===== src/rtl/asu_ddr5_wr_crc_framer_x4.sv =====
`timescale 1ns/1ps
// -----------------------------------------------------------------------------
// asu_ddr5_wr_crc_framer_x4
//
// Write-path framer between the write-data block and the DQ serializer.
// Collects one 64-bit burst as 8 bytes over valid/ready, streams each
// accepted byte to the x4 write-CRC engine on the same edge, captures the
// engine's 8-bit code, then serialises the burst as 4-bit DQ beats:
// BL16 data followed by 2 CRC beats (BL18), or BL16 only with CRC disabled.
//
// Ports
//   clk_i         system clock, rising edge
//   rst_i         synchronous reset, active low (also resets the CRC engine)
//   crc_cfg_en_i  1 = append CRC; sampled with the first byte of a burst
//   wr_valid_i    write byte valid
//   wr_data_i     write byte
//   wr_ready_o    framer can accept a byte (FILL only)
//   crc_en_o      enable to the CRC engine
//   crc_data_o    byte to the CRC engine
//   crc_code_i    CRC code, valid the cycle after the 8th enabled byte
//   dq_o          DQ beat (DQ_IDLE when not valid)
//   dq_valid_o    dq_o carries a burst beat
//   burst_done_o  pulse coincident with the last beat of a burst
// -----------------------------------------------------------------------------
module asu_ddr5_wr_crc_framer_x4 #(
  parameter int unsigned BURST_BYTES = 8,
  parameter logic [3:0]  DQ_IDLE     = 4'h0
) (
  input  logic       clk_i,
  input  logic       rst_i,
  input  logic       crc_cfg_en_i,
  input  logic       wr_valid_i,
  input  logic [7:0] wr_data_i,
  output logic       wr_ready_o,
  output logic       crc_en_o,
  output logic [7:0] crc_data_o,
  input  logic [7:0] crc_code_i,
  output logic [3:0] dq_o,
  output logic       dq_valid_o,
  output logic       burst_done_o
);

  localparam int unsigned DATA_BEATS = BURST_BYTES * 2;

  typedef enum logic [1:0] {
    FILL    = 2'd0,
    CRC_CAP = 2'd1,
    SEND    = 2'd2
  } state_t;

  state_t                        state;
  logic [2:0]                    byte_cnt;
  logic [4:0]                    beat_cnt;
  logic [BURST_BYTES-1:0][7:0]   data_buf;
  logic [7:0]                    crc_reg;
  logic                          crc_mode;

  logic                          accept;
  logic                          crc_mode_eff;
  logic [4:0]                    beat_nxt;
  logic [4:0]                    beat_last;

  // Beat b < 16 is nibble b of the little-endian burst; 16/17 are the CRC
  // low/high nibbles.
  function automatic logic [3:0] beat_sel(input logic [4:0]                  idx,
                                          input logic [BURST_BYTES*8-1:0]    data,
                                          input logic [7:0]                  crc);
    logic [3:0] nib;
    if (idx[4]) begin
      nib = idx[0] ? crc[7:4] : crc[3:0];
    end else begin
      nib = data[{idx[3:0], 2'b00} +: 4];
    end
    return nib;
  endfunction

  assign wr_ready_o   = (state == FILL);
  assign accept       = wr_valid_i & wr_ready_o;
  // The first byte of a burst uses the live config since crc_mode is only
  // latched on that same edge.
  assign crc_mode_eff = (byte_cnt == 3'd0) ? crc_cfg_en_i : crc_mode;
  // The extra enable in CRC_CAP returns the engine's sequence counter to 0.
  assign crc_en_o     = (accept & crc_mode_eff) | ((state == CRC_CAP) & crc_mode);
  assign crc_data_o   = accept ? wr_data_i : 8'h00;
  assign beat_last    = crc_mode ? 5'(DATA_BEATS + 1) : 5'(DATA_BEATS - 1);
  assign beat_nxt     = beat_cnt + 5'd1;

  always_ff @(posedge clk_i) begin
    if (!rst_i) begin
      state        <= FILL;
      byte_cnt     <= 3'd0;
      beat_cnt     <= 5'd0;
      data_buf     <= '0;
      crc_reg      <= 8'h00;
      crc_mode     <= 1'b0;
      dq_o         <= DQ_IDLE;
      dq_valid_o   <= 1'b0;
      burst_done_o <= 1'b0;
    end else begin
      case (state)
        // ---- fill: collect bytes, engine absorbs each on the same edge ----
        FILL: begin
          if (accept) begin
            data_buf[byte_cnt] <= wr_data_i;
            byte_cnt           <= byte_cnt + 3'd1;
            if (byte_cnt == 3'd0) begin
              crc_mode <= crc_cfg_en_i;
            end
            if (byte_cnt == 3'(BURST_BYTES - 1)) begin
              state <= CRC_CAP;
            end
          end
        end
        // ---- capture: one cycle in both modes so latency is fixed ----
        CRC_CAP: begin
          if (crc_mode) begin
            crc_reg <= crc_code_i;
          end
          dq_o         <= beat_sel(5'd0, data_buf, crc_reg);
          dq_valid_o   <= 1'b1;
          burst_done_o <= 1'b0;
          beat_cnt     <= 5'd0;
          state        <= SEND;
        end
        // ---- send: one beat per cycle, no backpressure ----
        SEND: begin
          if (beat_cnt == beat_last) begin
            dq_o         <= DQ_IDLE;
            dq_valid_o   <= 1'b0;
            burst_done_o <= 1'b0;
            byte_cnt     <= 3'd0;
            state        <= FILL;
          end else begin
            beat_cnt     <= beat_nxt;
            dq_o         <= beat_sel(beat_nxt, data_buf, crc_reg);
            burst_done_o <= (beat_nxt == beat_last);
          end
        end
        default: begin
          state <= FILL;
        end
      endcase
    end
  end

endmodule


===== config.mk =====
export PLATFORM = sky130hd
export DESIGN_NAME = asu_ddr5_wr_crc_framer_x4
export DESIGN_NICKNAME = d
export VERILOG_FILES = /design/src/rtl/asu_ddr5_wr_crc_framer_x4.sv
export SDC_FILE = /design/constraint.sdc
export NUM_CORES = 1
export LEC_CHECK = 0
export CORE_ASPECT_RATIO = 0.8
export CORE_UTILIZATION = 45
export CTS_BUF_LIST = sky130_fd_sc_hd__clkbuf_16
export DETAILED_ROUTE_END_ITERATION = 8
export MAX_ROUTING_LAYER = met4
export PLACE_DENSITY_LB_ADDON = 0.05
export SLEW_MARGIN = 20
export SYNTH_ARGS = -nofsm -noshare
export SYNTH_HDL_FRONTEND = slang
export SYNTH_SLANG_ARGS = --single-unit

===== constraint.sdc =====
create_clock -name clk_i -period 2.2 [get_ports clk_i]
set_clock_uncertainty 0.15 [all_clocks]
set_input_delay 0.55 -clock clk_i [delete_from_list [all_inputs] [get_ports clk_i]]
set_output_delay 0.55 -clock clk_i [all_outputs]
set_load 0.01 [all_outputs]

# Word-level counts from Yosys, hierarchy flattened
# Index checks and enable logic that the tools add are counted.
[totals]
regBits = 89
in_bits = 20
output_inout_bits = 16
[op_classes]
addsub = 2
order_cmp = 2
eq_ne = 9
n_shift = 1
muxes = 23
bitwise_logic = 4
reduce_logical = 11
[ops]
columns = ["operator", "n"]
rows = [
  ["bitwise mux 64 bit", 1],
  ["variable part select 64 x 7 -> 4 bit", 1],
  ["demux 8 bit (select 3 bit)", 1],
  ["two-way mux 8 bit", 2],
  ["two-way mux 4 bit", 3],
  ["== test 5 bit", 2],
  ["two-way mux 5 bit", 2],
  ["case mux 5 bit (2 select lines)", 1],
  ["case mux 4 bit (2 select lines)", 1],
  ["AND reduction 2 bit", 4],
  ["two-way mux 2 bit", 3],
  ["two-way mux 3 bit", 2],
  ["case mux 2 bit (3 select lines)", 1],
  ["case mux 3 bit (2 select lines)", 1],
  ["AND reduction 3 bit", 2],
  ["adder 5 x 1 -> 5 bit, second input constant", 1],
  ["less-than comparator 3 x 4 -> 1 bit, second input constant", 1],
  ["!= test 2 x 1 -> 1 bit, second input constant", 2],
  ["!= test 2 bit, second input constant", 2],
  ["case mux 1 bit (2 select lines)", 2],
  ["nonzero test 2 bit", 2],
  ["adder 3 x 1 -> 3 bit, second input constant", 1],
  ["AND 1 bit", 3],
  ["== test 3 bit, second input constant", 1],
  ["8 further kinds", 10],
]

# Logic depth before layout (Yosys ltp)
[depth]
word_depth = 5
ltp_mapped = 8
mapped_depth_nobuf = 7

# Worst setup path before layout
# Ideal clock, no wire load.
[synth_timing]
path_kind = "flip-flop to flip-flop"
from = "reg beat_cnt[1]"
to = "reg dq_o[0]"
arrival_time_ns = 1.772
required_ns = 1.935
setup_slack_ns = 0.163
stages_incl_launch_ff = 8
path_buffers = 2
path_cell_list = "dfxtp_1 ha_1 buf_4 buf_1 mux4_2 mux2i_1 a221oi_1 o21a_1"
[synth_between]
elab_chain_len = 5
elab_cells_between_ends = 6
classes_between = "add/sub: 1; eq/ne: 1; shift: 1; mux: 3"
[synth_lines]
columns = ["element", "line", "rtl"]
rows = [
  ["start, declared", "53", "logic [4:0] beat_cnt;"],
  ["start signal, assigned", "134", "beat_cnt <= beat_nxt;"],
  ["adder 5 x 1 -> 5 bit", "86", "assign beat_nxt = beat_cnt + 5'd1;"],
  ["variable part select 64 x 7 -> 4 bit", "72", "nib = data[{idx[3:0], 2'b00} +: 4];"],
  ["two-way mux 4 bit", "69", "if (idx[4]) begin"],
  ["two-way mux 4 bit (*)", "127", "if (beat_cnt == beat_last) begin"],
  ["case mux 4 bit (2 select lines) (*)", "100", "case (state)"],
  ["end signal, assigned", "119", "dq_o <= beat_sel(5'd0, data_buf, crc_reg);"],
  ["end signal, assigned", "135", "dq_o <= beat_sel(beat_nxt, data_buf, crc_reg);"],
  ["end, declared", "38", "output logic [3:0] dq_o,"],
]
# Mark *: on every way between the ends. The rest lies on a longest branch, timed or not.
# A chain may end at the register's enable or synchronous reset.

# Final worst setup path
[layout_timing]
from = "reg state[0]"
to = "out crc_data_o[3]"
[layout_between]
elab_chain_len = 3
[layout_lines]
columns = ["element", "line", "rtl"]
rows = [
  ["start, declared", "51", "state_t state;"],
  ["start signal, assigned", "90", "state <= FILL;"],
  ["start signal, assigned", "110", "state <= CRC_CAP;"],
  ["start signal, assigned", "123", "state <= SEND;"],
  ["logical NOT 2 bit", "77", "assign wr_ready_o = (state == FILL);"],
  ["AND 1 bit", "78", "assign accept = wr_valid_i & wr_ready_o;"],
  ["two-way mux 8 bit", "84", "assign crc_data_o = accept ? wr_data_i : 8'h00;"],
  ["end, declared", "36", "output logic [7:0] crc_data_o,"],
]
# Every way passes these cells.

==> results.py <==
metrics = {
    "setup_path": {
        "arrival_ps": 1460,
        "rrSetupSlack_ps": 100,
        "slowest_stage": "dfxtp_2",
        "crit_fanout": 9,
        "crit_path_max_incr_delay_ps": 330,
        "crit_path_start": "state[0]",
        "worstPathRequired_ps": 1500,
        "endpoint_kind": "primary output",
        "cp-endpoint": "crc_data_o[3]",
        "crit_type": "flip-flop to primary output",
        "regToRegEndpoint": "dq_o[3]",
        "startpoint_type": "flip-flop",
        "r2r_cells": 7,
        "path_cells": "inv_2 -> ha_4 -> buf_12 -> and3_1 -> dlygate4sd2_1",
        "timing.rr.start": "beat_cnt[0]",
    },
    "layout": {
        "final_cell_mix": "dfxtp_1 (85), mux2i_1 (75), nor2b_1 (75), buf_4 (37), nand2_1 (18)",
        "area_delta_synth_final_pct": 25.6,
        "multi_input_area_um2": 2530,
        "stdcell_count": 608,
        "diodes": 0,
        "drive_above_1_share": 0.223,
        "largest_reg_flops": 64,
        "nFillCells": 831,
        "fin_nets": 511,
        "final_common_cell": "dfxtp_1",
        "register_area_um2": 1790,
    },
    "timing": {
        "timing.final.ws_setup_ps": 42.0,
        "rsz0062_at_grt": "true",
        "fmax_mhz": 463,
        "fin_crit_sh": 0.981,
        "finalHoldViolations": 0,
        "drv_slew": 0,
        "finalSetupViolCount": 0,
        "slew_headroom": 0.747,
        "hold_ws_ps": 316,
        "worst_pin_slew_ps": 379,
        "min_period_ps": 2160,
        "fin_setup_tns_ps": 0,
    },
    "power_and_ir_drop": {
        "vdd_drop_max_mv": 0.431,
        "powerDensity_nw_per_um2": 619,
        "leakagePower_nw": 1.97,
    },
    "cts": {
        "cts-buffers-inserted": 9,
        "cts_root_buf": "clkbuf_16",
        "cts_htree_levels": 3,
        "clock_latency_ps": 340,
        "cts_tree": "built",
        "cts_buffer_depth": 2,
        "hold_buffers": 0,
        "cts.sinks": 89,
        "clkTransAtPathRegs_ps": 60,
    },
    "run_status": {
        "status": "complete, but fails checks",
        "violations": "DRC",
    },
    "synthesis": {
        "synth_async_sr_flop_share": 0,
        "syn_inst": 424,
        "synth_area_leaders": "dfxtp_1 (40%), mux2i_1 (17%), nor2b_1 (11%)",
        "syn_avg_cell_area_um2": 10.5,
        "synthesis.area_um2": 4450,
        "synth_cell_type_count": 44,
        "synth_edf_count": 0,
        "synthFlopType": "dfxtp_1",
        "synth_largest_area_cell": "dfxtp_1",
        "synth_top_area_frac": 0.400,
        "ys_warn_count": 0,
        "seq_area_frac_synth": 0.400,
        "synth-seq-cells": 89,
        "syn-num-nets": 451,
    },
    "drt": {
        "first_pass_iters": 6,
        "wl_um": 10700,
        "drt-vias-per-instance": 5.36,
        "ant_nets": 0,
        "post_drt_wl_per_cell_um": 17.6,
        "vias": 3260,
        "remaining_drc_errors": 1,
        "drtIter0Drc": 132,
    },
    "grt": {
        "grt_util_met1": 0.331,
        "gr-max-usage-layer": "met2",
        "grt_first_pass_wirelength_um": 17800,
        "overflow": 0,
        "antenna_found_initial": 0,
        "grt_use_total": 0.236,
        "grt_use_met2": 0.348,
        "grt_util_met3": 0.0547,
        "grt_max_degree": 90,
        "first_global_vias": 3331,
    },
    "place": {
        "numPortBuffers": 35,
        "dp_worst_setup_slack_ps": -474,
        "dp_cells": 592,
        "gp_congestion": 0.785,
        "dp_hpwl_um": 7550,
    },
    "floorplanning": {
        "die-area_um2": 10300,
        "core_um2": 9610,
        "fp.dieW_um": 113,
        "initial_core_util": 0.463,
        "io_pins": 36,
        "die-height_um": 91.0,
        "num_rows": 32,
    },
    "min_path": {
        "hp-class": "flip-flop to flip-flop",
    },
    "flow_run": {
        "drv_cap": 0,
    },
}
-- report_power, final --
group / total, W / internal [W] / switching (W)
registers: 0.00165 / 0.00164 / 0.0000150
logic: 0.000278 / 0.000147 / 0.000131
clock network: 0.00153 / 0.000880 / 0.000652
total: 0.00346 / 0.00266 / 0.000798
-- synth_stat cells (2+ instances only) --
cell,number
a21boi_0,10
a21oi_1,5
a221oi_1,4
a22oi_1,5
and3_1,9
buf_2,7
buf_4,3
clkbuf_1,21
dfxtp_1,89
ha_1,7
inv_1,9
mux2_2,4
mux2i_1,75
mux4_2,16
nand2_1,18
nand3_1,11
nand3b_1,2
nor2_1,7
nor2_2,3
nor2b_1,76
nor3_1,5
nor3_4,3
o21a_1,4
o21ai_0,4
o221ai_1,4
o22ai_1,4
xnor2_1,2
-- worst max-delay path: cells and delay by family, from the launching register on --
kind                       cells  cell delay [ps]
adders and majority gates      1              180
buffers and inverters          3              460
DFF                            1              330
and+or+nand+nor                1              150
-- logic make-up (layout without fill, tap and decap cells) --
kind of cell | Yosys count | count (layout) | synth area share
compound gates | 45 | 45 | 0.0773
simple gates | 143 | 143 | 0.196
fa+ha+maj | 7 | 7 | 0.0197
buf+inv | 42 | 107 | 0.0416
mux | 95 | 95 | 0.260
xor+xnor | 3 | 3 | 0.00590
flops | 89 | 89 | 0.400
-- per-layer routing --
layer | share of wire | vias to the layer above | routed length [um]
met1 | 0.50 | 1583 | 5340
met4 | 0.0052 | 0 | 56
met3 | 0.044 | 4 | 470
met5 | 0 | - | 0
met2 | 0.45 | 58 | 4830
li1 | - | 1615 | -
-- how the worst min path moves through the flow --
stage                     slack (ps)       start         end  cells past startpoint
after global routing             340  crc_reg[0]  crc_reg[0]                      2
final                            320  crc_reg[3]  crc_reg[3]                      2
after detailed placement         310  crc_reg[3]  crc_reg[3]                      2
after floorplan                  290  crc_reg[0]  crc_reg[0]                      2
after global placement           300  crc_reg[6]  crc_reg[6]                      2
after CTS                        320  crc_reg[3]  crc_reg[3]                      2
-- timing repair --
action                                  in CTS  in global routing
endpoints found under the hold margin        0                  0
pin swaps                                    0                  2
buffers inserted                             0                  0
gates resized for setup                     28                 17
endpoints found under the setup margin      10                 11
-- metrics by stage --
stage	area [um^2]	total power (W)	utilization
3_3_place_gp	5270	0.00197	0.549
6_report	5590	0.00346	0.582
4_1_cts	5560	0.00349	0.579
3_5_place_dp	5270	0.00197	0.549
2_1_floorplan	4450	0.00184	-
5_1_grt	5590	0.00359	0.582
-- area by class of cell --
cell class                 instances  area share
clock buffer                       9      0.0403
tap                              119      0.0266
sequential                        89       0.319
timing repair buffer              82       0.143
clock inverter                     7      0.0125
inverter                           9     0.00604
multi-input combinational        293       0.452
(Power assumes the default switching activity.)
